$ cat src/rtl/alu_seq.sv
// Registered ALU with a Start/Done handshake, selective ZCNO flag updates
// and a WIDTH-cycle shift-add unsigned multiplier.
module alu_seq #(
  parameter int WIDTH = 8
) (
  input  logic             CLK,
  input  logic             RST_N,
  input  logic             Start,
  input  logic [3:0]       FunSel,
  input  logic [WIDTH-1:0] A,
  input  logic [WIDTH-1:0] B,
  output logic [WIDTH-1:0] OutALU,
  output logic [3:0]       ZCNO,
  output logic             Busy,
  output logic             Done
);

  localparam int CW = $clog2(WIDTH + 1);

  typedef enum logic {IDLE, MUL} state_t;

  state_t             state_reg;
  logic [WIDTH-1:0]   out_reg;
  logic [3:0]         zcno_reg;
  logic               busy_reg;
  logic               done_reg;
  logic [WIDTH-1:0]   mcand_reg;
  logic [2*WIDTH-1:0] acc_reg;
  logic [CW-1:0]      cnt_reg;

  logic               cin;
  logic [WIDTH:0]     ext_next;
  logic [WIDTH-1:0]   res_next;
  logic               c_next;
  logic               o_next;
  logic               wr_c;
  logic               wr_o;
  logic [3:0]         flags_next;

  logic [WIDTH:0]     psum_next;
  logic [2*WIDTH-1:0] prod_next;
  logic [WIDTH-1:0]   prod_lo;
  logic               prod_hi_nz;
  logic [3:0]         mflags_next;

  assign cin = zcno_reg[2];

  always_comb begin
    ext_next = '0;
    res_next = '0;
    c_next   = 1'b0;
    o_next   = 1'b0;
    wr_c     = 1'b0;
    wr_o     = 1'b0;
    case (FunSel)
      4'h0: res_next = A;
      4'h1: res_next = B;
      4'h2: res_next = ~A;
      4'h3: res_next = ~B;
      4'h4, 4'h6: begin
        ext_next = {1'b0, A} + {1'b0, B} + {{WIDTH{1'b0}}, (FunSel == 4'h6) & cin};
        res_next = ext_next[WIDTH-1:0];
        c_next   = ext_next[WIDTH];
        o_next   = (A[WIDTH-1] == B[WIDTH-1]) && (res_next[WIDTH-1] != A[WIDTH-1]);
        wr_c     = 1'b1;
        wr_o     = 1'b1;
      end
      4'h5, 4'h7: begin
        // Top bit of the WIDTH+1-bit difference is the borrow.
        ext_next = {1'b0, A} - {1'b0, B} - {{WIDTH{1'b0}}, (FunSel == 4'h7) & cin};
        res_next = ext_next[WIDTH-1:0];
        c_next   = ext_next[WIDTH];
        o_next   = (A[WIDTH-1] != B[WIDTH-1]) && (res_next[WIDTH-1] != A[WIDTH-1]);
        wr_c     = 1'b1;
        wr_o     = 1'b1;
      end
      4'h8: res_next = A & B;
      4'h9: res_next = A | B;
      4'hA: res_next = A ^ B;
      4'hB: begin
        res_next = {A[WIDTH-2:0], 1'b0};
        c_next   = A[WIDTH-1];
        o_next   = A[WIDTH-1] ^ A[WIDTH-2];
        wr_c     = 1'b1;
        wr_o     = 1'b1;
      end
      4'hC: begin
        res_next = {1'b0, A[WIDTH-1:1]};
        c_next   = A[0];
        wr_c     = 1'b1;
      end
      4'hD: begin
        res_next = {A[WIDTH-1], A[WIDTH-1:1]};
        c_next   = A[0];
        wr_c     = 1'b1;
      end
      4'hE: begin
        res_next = {cin, A[WIDTH-1:1]};
        c_next   = A[0];
        wr_c     = 1'b1;
      end
      default: res_next = '0;
    endcase
    flags_next = {res_next == '0, wr_c ? c_next : zcno_reg[2],
                  res_next[WIDTH-1], wr_o ? o_next : zcno_reg[0]};
  end

  // acc_reg holds {partial product, remaining multiplier bits}; one bit per cycle.
  always_comb begin
    psum_next   = {1'b0, acc_reg[2*WIDTH-1:WIDTH]} +
                  (acc_reg[0] ? {1'b0, mcand_reg} : {(WIDTH+1){1'b0}});
    prod_next   = {psum_next, acc_reg[WIDTH-1:1]};
    prod_lo     = prod_next[WIDTH-1:0];
    prod_hi_nz  = |prod_next[2*WIDTH-1:WIDTH];
    mflags_next = {prod_lo == '0, prod_hi_nz, prod_lo[WIDTH-1], prod_hi_nz};
  end

  always_ff @(posedge CLK or negedge RST_N) begin
    if (!RST_N) begin
      state_reg <= IDLE;
      out_reg   <= '0;
      zcno_reg  <= '0;
      busy_reg  <= 1'b0;
      done_reg  <= 1'b0;
      mcand_reg <= '0;
      acc_reg   <= '0;
      cnt_reg   <= '0;
    end else begin
      done_reg <= 1'b0;
      case (state_reg)
        IDLE: begin
          if (Start) begin
            if (FunSel == 4'hF) begin
              mcand_reg <= A;
              acc_reg   <= {{WIDTH{1'b0}}, B};
              cnt_reg   <= '0;
              busy_reg  <= 1'b1;
              state_reg <= MUL;
            end else begin
              out_reg  <= res_next;
              zcno_reg <= flags_next;
              done_reg <= 1'b1;
            end
          end
        end
        MUL: begin
          acc_reg <= prod_next;
          cnt_reg <= cnt_reg + 1'b1;
          if (cnt_reg == CW'(WIDTH - 1)) begin
            out_reg   <= prod_lo;
            zcno_reg  <= mflags_next;
            done_reg  <= 1'b1;
            busy_reg  <= 1'b0;
            state_reg <= IDLE;
          end
        end
        default: state_reg <= IDLE;
      endcase
    end
  end

  assign OutALU = out_reg;
  assign ZCNO   = zcno_reg;
  assign Busy   = busy_reg;
  assign Done   = done_reg;

endmodule
$ cat config.mk
export PLATFORM = sky130hd
export DESIGN_NAME = alu_seq
export DESIGN_NICKNAME = d
export VERILOG_FILES = /design/src/rtl/alu_seq.sv
export SDC_FILE = /design/constraint.sdc
export NUM_CORES = 1
export LEC_CHECK = 0
export ABC_AREA = 1
export CAP_MARGIN = 20
export CORE_MARGIN = 1
export CORE_UTILIZATION = 55
export CTS_CLUSTER_DIAMETER = 100
export CTS_CLUSTER_SIZE = 28
export DETAILED_ROUTE_END_ITERATION = 16
export PLACE_DENSITY = 0.77
export SLEW_MARGIN = 20
export SYNTH_ARGS = -nofsm -noshare
export SYNTH_HDL_FRONTEND = slang
export SYNTH_SLANG_ARGS = --single-unit
$ cat constraint.sdc
create_clock -name CLK -period 2.9 [get_ports CLK]
set_input_delay 0.435 -clock CLK [delete_from_list [all_inputs] [get_ports CLK]]
set_output_delay 0.435 -clock CLK [all_outputs]
set_load 0.02 [all_outputs]
**Word level (Yosys, flattened, before mapping)**

Cells that the tools add are included.

- Register bits: 43
- Input port bits: 23
- Output and inout bits: 14
- Logic and storage cells: 102

- Add/subtract/negate cells: 6
- Equality and inequality tests: 26
- Muxes and demuxes: 34
- Bitwise operators: 9
- Reductions and logical operators: 17

Operators by type and width:

| kind | number |
|---|---|
| $pmux 8 s13 | 1 |
| $eq 4x4->1 const B | 8 |
| $mux 16 | 2 |
| $mux 8 | 4 |
| $pmux 16 s2 | 1 |
| $eq 4x3->1 const B | 5 |
| $mux 4 | 5 |
| $add 8x8->9 | 2 |
| $logic_not 8->1 | 2 |
| $not 8->8 | 2 |
| $pmux 4 s2 | 2 |
| $pmux 8 s2 | 1 |
| $reduce_or 8->1 | 2 |
| $mux 1 | 13 |
| $ne 2x2->1 const B | 5 |
| $add 9x1->9 | 1 |
| $reduce_and 3->1 | 3 |
| $sub 8x8->9 | 1 |
| $sub 9x1->9 | 1 |
| $and 8x8->8 | 1 |
| $eq 4x2->1 const B | 2 |
| $or 8x8->8 | 1 |
| $reduce_and 4->1 | 2 |
| $xor 8x8->8 | 1 |
| 17 further kinds | 24 |

**Logic depth before layout (Yosys ltp)**

Gate-level depths: netlist of run 1.

- Depth in word-level cells: 10
- Depth in mapped cells: 21

**Worst setup path after synthesis of run 1**

OpenSTA, ideal clock, no wires.

- Path type: in2reg
- Start point: in FunSel[0]
- End point: reg zcno_reg[3], in the netlist ZCNO[3]
- Library setup time: 77 ps
- Arrival time: 2372 ps
- Data required time: 2823 ps
- Path slack: 450 ps
- Stages: 17
- Cells stage by stage: inv_2 > nand2_1 > inv_2 > nand3_1 > fa_1 > fa_1 > inv_1 > nand2_1 > nand2_1 > nor2_1 > nor2_1 > nand3b_1 > nor2_1 > nand3_1 > nor2_1 > nand4_1 > a21oi_1

- Cells in the longest elaborated chain, start to end: 8
- Elaborated cells on any way between the ends: 29
- Those cells by class: add/sub (2); eq/ne (16); mux (4); bitwise (2); reduce/logical (5)

Ends and longest elaborated chain:

| what | line | text |
|---|---|---|
| start, declared | 9 | `input logic [3:0] FunSel,` |
| $eq 4x3->1 | - |  |
| $and 1x1->1 (on tied branches) | 70, 61 |  |
| $sub 9x1->9 / $add 9x1->9 (equally long branches) | 70, 61 |  |
| $pmux 8 s13 | 55 | `case (FunSel)` |
| $logic_not 8->1 | 104 | `flags_next = {res_next == '0, wr_c ? c_next : zcno_reg[2],` |
| $mux 4 | 133 | `if (FunSel == 4'hF) begin` |
| $mux 4 | 132 | `if (Start) begin` |
| $pmux 4 s2 | 130 | `case (state_reg)` |
| end signal, assigned | 141 | `zcno_reg <= flags_next;` |
| end signal, assigned | 151 | `zcno_reg <= mflags_next;` |
| end, declared | 24 | `logic [3:0] zcno_reg;` |

Parallel ways exist; a longest one is shown, timed or not. The select of a mux whose other input is x is not followed.
A chain may end at the register's enable or synchronous reset.

**Final worst setup path of run 1**

- Start point: in A[0]
- End point: reg zcno_reg[3], in the netlist ZCNO[3]

- Cells in the longest elaborated chain, start to end: 7
- Elaborated cells on any way between the ends: 13
- Those cells by class: add/sub (4); mux (4); bitwise (4); reduce/logical (1)

Ends and longest elaborated chain:

| what | line | text |
|---|---|---|
| start, declared | 10 | `input logic [WIDTH-1:0] A,` |
| $sub 8x8->9 / $add 8x8->9 (equally long branches) | 70, 61 |  |
| $sub 9x1->9 / $add 9x1->9 (equally long branches) | 70, 61 |  |
| $pmux 8 s13 (*) | 55 |  |
| $logic_not 8->1 (*) | 104 |  |
| $mux 4 (*) | 133 |  |
| $mux 4 (*) | 132 |  |
| $pmux 4 s2 (*) | 130 |  |

Mark *: on every way between the ends. The rest lies on a longest branch, timed or not. The select of a mux whose other input is x is not followed.

==> reports/results.ini, run 1 <==
[status]
status=finished clean

[timing]
rsz0062_at_grt=no
finalSetupViolCount=0
fin_crit_ns=2.63
timing_hold_violations_final=0
clock_skew_ns=0.00459
clock.fmax_mhz=380
finalMaxSlewViolations=0
tns_ns=0
fin_crit_sh=0.908
setup_ws_ns=0.266
slew_headroom=0.403
worstMarginPinSlew_ns=0.895

[routing]
drc=0
drt-total-wl_um=12800
num_vias=4635
wl_per_cell_um=15.1
drt-pass1-iter-count=5
drt_iter0_drc=307
drtAntennaViolNets=0
drt-vias-per-instance=5.47

[floorplanning]
ioPinCount=37
row_count=31
floorplan.initialDensity=0.571
chipHeight_um=89.0
core_area_um2=7290
die-area_um2=7930
fp.dieW_um=89.0

[worst_setup_path]
end_kind=flop
reg2reg_depth=19
worst-path-max-fanout=3
arrival_ns=2.86
worst_setup_path_start_kind=input pin
critPathRequiredTime_ns=3.12
critPathKind=in2reg

[global_route]
grt_pass1_vias=4332
antenna_found_initial=0
grt_first_pass_wirelength_um=20500
overflow=0
grt_max_degree=43
grt_use_total=0.339

[clock_tree]
root_buffer=clkbuf_8
insertion_delay_ns=0.30
clkTransAtPathRegs_ns=0.08
cts_inserted_buffers=5
clock_path_buffers=2
cts_sinks=42
htreeDepth=2
cts_tree=done

[synthesis]
synth_area_leader_cell=dfrtp_1
synth_area_leaders=dfrtp_1, nand2_1, ha_1
ys_warn_count=0
ys_ff_latch=42
synth_nets=728
syn_inst=661
ys_types=35
synth_top_area_frac=0.252
synth-seq-area-share=0.252
synth_area_um2=4170
avgSynthCellArea_um2=6.30

[hold_path]
hold_path_class=in2async

[place]
gp_congestion=1.02
port_buffers=36
place_ws_ns=-0.306
dp_cells=838
dp_hpwl_um=10000

[flow_run]
max-cap-violations=0

[cells_and_area]
stdcell_count=847
largest_reg_flops=16
nNetsFinal=814
layout_commonest_cell=nand2_1
fin_util=0.705
antenna_cells=0
layout-drive-gt1-share=0.119
layout_common_cells=nand2_1, inv_1, nand3_1
synthToLayoutAreaGrowth_pct=23.4

[power_and_ir_drop]
cellPowerDensity_nw_per_um2=605
p_leak_uw=0.00286
ir_drop_mv=0.324

## cell type report
| type | count | area (µm²) |
|---|---|---|
| flip-flops and latches | 42 | 1050 |
| repair buffers | 92 | 786 |
| fillers | 676 | 2150 |
| clock buffers | 5 | 68.8 |
| multi-input cells | 496 | 2680 |
| clock inverters | 3 | 23.8 |
| well taps | 99 | 124 |
| inverters | 110 | 413 |
## critical path, cell delays in order
cell             delay, ns
clkdlybuf4s50_1       0.51
inv_1                 0.09
fa_2                  0.40
fa_1                  0.39
inv_1                 0.09
buf_4                 0.11
nand3_1               0.10
nand3_1               0.09
nand2_1               0.07
nand3_1               0.07
nand3_1               0.13
nor2_1                0.13
nand4_1               0.09
a21oi_1               0.13
## where the power goes
part	switching (µW)	total [µW]	internal (µW)
sequential	228	1070	841
clock	219	391	172
combinational	975	1650	678
## kinds of logic (layout without fill, tap and decap cells)
family | count (synthesis) | in the layout | synth area share
xor+xnor | 6 | 6 | 0.0126
simple gates | 372 | 372 | 0.375
fa+ha+maj | 44 | 44 | 0.141
buf+inv | 123 | 210 | 0.115
compound gates | 74 | 74 | 0.104
flops | 42 | 42 | 0.252
## layer usage
| metal | track usage | vias up | routed length (µm) |
|---|---|---|---|
| li1 | - | 2281 | - |
| met2 | 0.573 | 217 | 6000 |
| met5 | 0 | - | 0 |
| met1 | 0.424 | 2093 | 5330 |
| met3 | 0.0425 | 44 | 919 |
| met4 | 0.176 | 0 | 518 |
## cell usage after synthesis
master / count
xor2_1: 4
a22o_1: 2
nor2_2: 5
dfrtp_1: 42
inv_2: 3
nor3_2: 1
nand4_1: 13
o31a_1: 1
ha_1: 39
o22ai_1: 1
o221ai_1: 4
a32o_1: 1
fa_1: 5
nor3_1: 3
clkbuf_1: 6
o21ai_0: 34
a31oi_1: 7
nand2_1: 209
nor2_1: 66
o31ai_1: 1
xnor2_1: 2
o211ai_1: 4
buf_4: 3
a21oi_1: 16
or2_2: 1
clkinv_1: 1
nor4_1: 1
nand3b_1: 6
inv_1: 106
nand3_1: 66
nand2_2: 1
buf_2: 4
a21oi_2: 1
a211oi_1: 1
o21bai_1: 1
## final timing paths
check	start	end	slack (ns)
min in group CLK	mcand_reg[0]	mcand_reg[0]	0.49
max in group asynchronous	RST_N	OutALU[3]	2.08
setup / recovery	A[0]	ZCNO[3]	0.27
setup reg to reg	ZCNO[2]	ZCNO[0]	0.39
hold reg to reg	mcand_reg[0]	mcand_reg[0]	0.49
hold / removal	RST_N	acc_reg[11]	0.25
## per-stage QoR
stage	power [µW]	cell area, µm²	hold WS [ns]
6_report	3110	5140	0.255
3_5_place_dp	2700	4990	0.473
5_1_grt	3350	5140	0.340
3_3_place_gp	2640	4990	0.466
4_1_cts	3080	5090	0.290
2_1_floorplan	2070	4170	0.139
## what timing repair did
| item | in CTS | in global routing |
|---|---|---|
| pin swaps | 0 | 4 |
| setup buffers | 0 | 1 |
| resized for setup | 1 | 17 |
| hold endpoints to repair | 0 | 0 |
| hold buffers | 0 | 0 |
| endpoints found under the setup margin | 1 | 9 |
Power figures use the tool's default switching activity.
==> run 2, diff against run 1 <==
Clock period 2.9 ns to 3.4 ns, I/O delays scaled along.
==> run 2 against run 1 <==
Hold slack improved by 0.085 ns. Non-clock buffer count shrank 31. Worst setup slack better by 0.026 ns. Sequential share of layout area grew 1.2 points. First-iteration DRC count is 14% lower. Global-route usage decreased by 0.68 points. Final area decreased by 5.6%. Cell count decreased by 3.7%. Register-to-register slack better by 0.36 ns. Clock-buffer cell count up 1.
==> reports/results.ini, run 2 (synthesis gave the netlist of run 1 again) <==
[floorplanning]
ioPinCount=37
chipHeight_um=89.0
die-area_um2=7930
fp.dieW_um=89.0
core_area_um2=7290
row_count=31
floorplan.initialDensity=0.571

[cells_and_area]
layout_common_cells=nand2_1, inv_1, nand3_1, nor2_1, dfrtp_1
nNetsFinal=783
layout_commonest_cell=nand2_1
multi_input_area_um2=2640
fillers=689
antenna_cells=0
fin_util=0.666
synthToLayoutAreaGrowth_pct=16.5
largest_reg_flops=16
layout-drive-gt1-share=0.0628
register_area_um2=1050

[clock_tree]
cts_inserted_buffers=5
root_buffer=clkbuf_8
cts_resized=0
htreeDepth=2
cts_sinks=42
cts_setup_buffers=0
insertion_delay_ns=0.30
cts_tree=done
clock_path_buffers=2
clkTransAtPathRegs_ns=0.08
cts_hold_buf=0

[timing]
tns_ns=0
whs_ns=0.339
rsz0062_at_grt=no
clock.fmax_mhz=322
timing_hold_violations_final=0
slew_headroom=0.383
finalSetupViolCount=0
finalMaxSlewViolations=0
clock_skew_ns=0.00544
worstMarginPinSlew_ns=0.926
fin_crit_sh=0.914
fin_crit_ns=3.11

[place]
gp_congestion=1.02
port_buffers=36
dp_hpwl_um=9890

[flow_run]
max-cap-violations=0

[power_and_ir_drop]
cellPowerDensity_nw_per_um2=536
ir_drop_mv=0.274
p_leak_uw=0.00267

[worst_setup_path]
arrival_ns=3.35
cp_slowest_cell=fa_1
critPathKind=in2reg
end_kind=flop
worst-path-max-fanout=4
critPathMaxStageDelay_ns=0.53
r2r-end=ZCNO[0]
reg2reg_depth=19
rrSetupSlack_ns=0.75
crit_chain=clkdlybuf4s50_1 > inv_1 > nor2_2 > nand3_1 > fa_1 > inv_1 > ha_1 > inv_1 > nand2_1 > nand2_1 > nand2_1 > nand2_1 > nand2_1 > nand2_1 > nand2_1 > nand2_1 > nand3_1 > o21ai_0 > nand2_1 > nand2_1 > nand2_1 > nand2_1
r2r-start=ZCNO[2]
worst_setup_path_start_kind=input pin
cp_common_cell=nand2_1
critPathRequiredTime_ns=3.64
crit_start=FunSel[2]
crit_path_end=ZCNO[0]

[routing]
drc=0
drt_iter0_drc=265
drtAntennaViolNets=0
num_vias=4528
drt-pass1-iter-count=5
drt-total-wl_um=12600
wl_per_cell_um=15.5
drt-vias-per-instance=5.55

[global_route]
grt_use_total=0.332
antenna_found_initial=0
grt_first_pass_wirelength_um=20000
overflow=0
grt_pass1_vias=4194
grt_max_degree=43

[hold_path]
hold_path_class=in2async

[status]
status=finished clean

## run 2: cell types whose count changed in the layout (fill, tap and decap cells not counted), sizes merged
cell           delta
buf              -31
clkdlybuf4s50     +4
dlymetal6s2s      -4
clkinv            +2
clkinvlp          -2
clkbuf            +1
inv               -1
## run 2: cell type report
cell class / instances / area share
multi-input cells: 496 / 0.543
flip-flops and latches: 42 / 0.216
repair buffers: 61 / 0.112
inverters: 110 / 0.0851
well taps: 99 / 0.0255
clock buffers: 6 / 0.0149
clock inverters: 2 / 0.00284
## run 2: critical path, delay by kind of cell
kind	cells	cell delay, ns
adders and majority gates	2	0.70
AOI/OAI and AO/OA	1	0.21
buffers and inverters	4	0.70
and+or+nand+nor	15	1.22
## run 2: report_power, final
group	internal, µW	leakage (µW)	total [µW]	switching (µW)
Clock	145	0.0000452	322	177
Sequential	718	0.000523	916	198
Combinational	544	0.00210	1360	818
## run 2: how the worst min path moves through the flow
stage                     cells after the start  slack (ns)            to          from
final                                         1        0.34    acc_reg[9]         RST_N
after global routing                          1        0.41    acc_reg[8]         RST_N
after CTS                                     1        0.37    acc_reg[8]         RST_N
after detailed placement                      2        0.47  mcand_reg[6]  mcand_reg[6]
after global placement                        2        0.47  mcand_reg[2]  mcand_reg[2]
after floorplan                               0        0.21          Busy         RST_N
## run 2: stage by stage
stage	std cells	setup slack, ns	instance area, µm²	power [µW]
3_3_place_gp	808	0.130	4770	2220
2_1_floorplan	661	0.875	4170	1770
4_1_cts	816	0.350	4850	2590
6_report	816	0.292	4850	2600
5_1_grt	816	0.0747	4850	2800
3_5_place_dp	808	0.0647	4770	2270
## run 2: per-layer routing
layer / GRT usage / vias up / part of all wire
li1: - / 2219 / -
met5: 0 / - / 0
met4: 0.156 / 0 / 0.037
met1: 0.418 / 2071 / 0.43
met2: 0.576 / 202 / 0.47
met3: 0.0305 / 36 / 0.069
==> run 3, diff against run 2 <==
Clock period 3.4 ns to 3.2 ns, I/O delays scaled along.
==> run 3 against run 2 <==
Combinational power up 7%. Critical path type unchanged. Clock power up 32%. Largest power group unchanged. Sequential share of layout area down 0.28 points. Flip-flop and latch count unchanged. Critical endpoint unchanged. Sequential power up 5.5%. Non-clock buffer count up 5.
==> reports/results.ini, run 3 (synthesis gave the netlist of run 1 again) <==
[status]
status=finished clean

[timing]
timing_hold_violations_final=0
finalSetupViolCount=0
fin_crit_ns=2.94
worstMarginPinSlew_ns=0.912
fin_crit_sh=0.917
tns_ns=0
finalMaxSlewViolations=0
slew_headroom=0.392
clock.fmax_mhz=341
rsz0062_at_grt=no
clock_skew_ns=0.00757

[cells_and_area]
layout-drive-gt1-share=0.0693
antenna_cells=0
nNetsFinal=788
fin_area_um2=4920
layout_commonest_cell=nand2_1
layout_common_cells=nand2_1, inv_1, nand3_1, nor2_1, dfrtp_1
synthToLayoutAreaGrowth_pct=18.0
largest_reg_flops=16

[flow_run]
max-cap-violations=0

[power_and_ir_drop]
ir_drop_mv=0.254
cellPowerDensity_nw_per_um2=577
p_leak_uw=0.00271

[worst_setup_path]
worst-path-max-fanout=4
r2r-end=ZCNO[0]
reg2reg_depth=19
critPathKind=in2reg
critPathRequiredTime_ns=3.43
arrival_ns=3.17
r2r-start=ZCNO[2]
rrSetupSlack_ns=0.65
end_kind=flop
worst_setup_path_start_kind=input pin

[global_route]
grt_use_total=0.326
grt_first_pass_wirelength_um=19800
grt_max_degree=43
overflow=0
grt_pass1_vias=4113
antenna_found_initial=0

[place]
port_buffers=36
dp_hpwl_um=9730
gp_congestion=0.992
postPlaceCellArea_um2=4810

[hold_path]
hold_path_class=in2async

[floorplanning]
ioPinCount=37
floorplan.initialDensity=0.571
fp.dieW_um=89.0
chipHeight_um=89.0
row_count=31
die-area_um2=7930
core_area_um2=7290

[routing]
num_vias=4550
drt_iter0_drc=283
drc=0
drt-vias-per-instance=5.55
drt-total-wl_um=12300
drt-pass1-iter-count=7
wl_per_cell_um=15.0
drtAntennaViolNets=0

[clock_tree]
cts_tree=done
cts_sinks=42
clock_path_buffers=2
cts_hold_buf=0
htreeDepth=2
root_buffer=clkbuf_8
insertion_delay_ns=0.29
clkTransAtPathRegs_ns=0.08
cts_inserted_buffers=5

## run 3: changes by cell type in the layout (fill, tap and decap cells not counted)
cell       before  now
buf_4          25   30
o21ai_0        34   33
clkbuf_1        1    0
bufinv_16       0    1
clkbuf_8        5    6
clkinv_2        1    0
clkinv_4        1    0
o21ai_1         0    1
## run 3: through the flow
step | power, µW | std cells | hold WS, ns | utilization | worst slack, ns
after floorplan | 1880 | 661 | 0.184 | - | 0.705
after CTS | 2840 | 820 | 0.337 | 0.675 | 0.237
after global placement | 2360 | 813 | 0.471 | 0.659 | -0.000313
after global routing | 3070 | 820 | 0.393 | 0.675 | 0.0102
after detailed placement | 2410 | 813 | 0.471 | 0.659 | -0.0371
final | 2840 | 820 | 0.315 | 0.675 | 0.264
## run 3: critical path, stage by stage
cell and delay, ns:
clkdlybuf4s50_1 0.48, inv_1 0.08, nor2_2 0.15, nand3_1 0.11
fa_1 0.53, inv_1 0.06, ha_1 0.17, inv_1 0.05
nand2_1 0.06, nand2_1 0.06, nand2_1 0.08, nand2_1 0.10
nand2_1 0.07, nand2_1 0.11, nand2_1 0.06, nand2_1 0.05
nand3_1 0.06, o21ai_1 0.20, nand2_1 0.07, nand2_1 0.06
nand2_1 0.05, nand2_1 0.05
## run 3: what timing repair did
item                                    in CTS  in global routing
gates resized for setup                      0                  1
buffers inserted                             0                  0
endpoints found under the setup margin       0                  1
## run 3: layout make-up
class                      count  area (µm²)
timing repair buffer          66         581
inverter                     110         413
clock buffer                   6        82.6
sequential                    42        1050
fill                         667        2370
clock inverter                 1        30.0
multi-input combinational    496        2640
tap                           99         124
## run 3: layer usage
| metal | track usage | vias up | routed length, µm |
|---|---|---|---|
| met5 | 0 | - | 0 |
| met3 | 0.0360 | 41 | 926 |
| met1 | 0.410 | 2057 | 5020 |
| li1 | - | 2231 | - |
| met4 | 0.143 | 0 | 502 |
| met2 | 0.565 | 221 | 5850 |
## run 3: worst max path at each step
stage,start,cells past startpoint,to,slack (ns)
detailed placement,FunSel[2],22,ZCNO[0],-0.04
CTS,FunSel[2],22,ZCNO[0],0.24
global route,FunSel[2],17,ZCNO[3],0.01
floorplan,FunSel[0],17,ZCNO[3],0.71
global placement,FunSel[2],22,ZCNO[0],-0.0003
finish,FunSel[2],22,ZCNO[0],0.26
## run 3: power by group
group / switching (µW) / internal (µW) / leakage (µW)
Sequential: 203 / 763 / 0.000523
Clock: 176 / 250 / 0.0000573
Combinational: 863 / 585 / 0.00213
Total: 1240 / 1600 / 0.00271
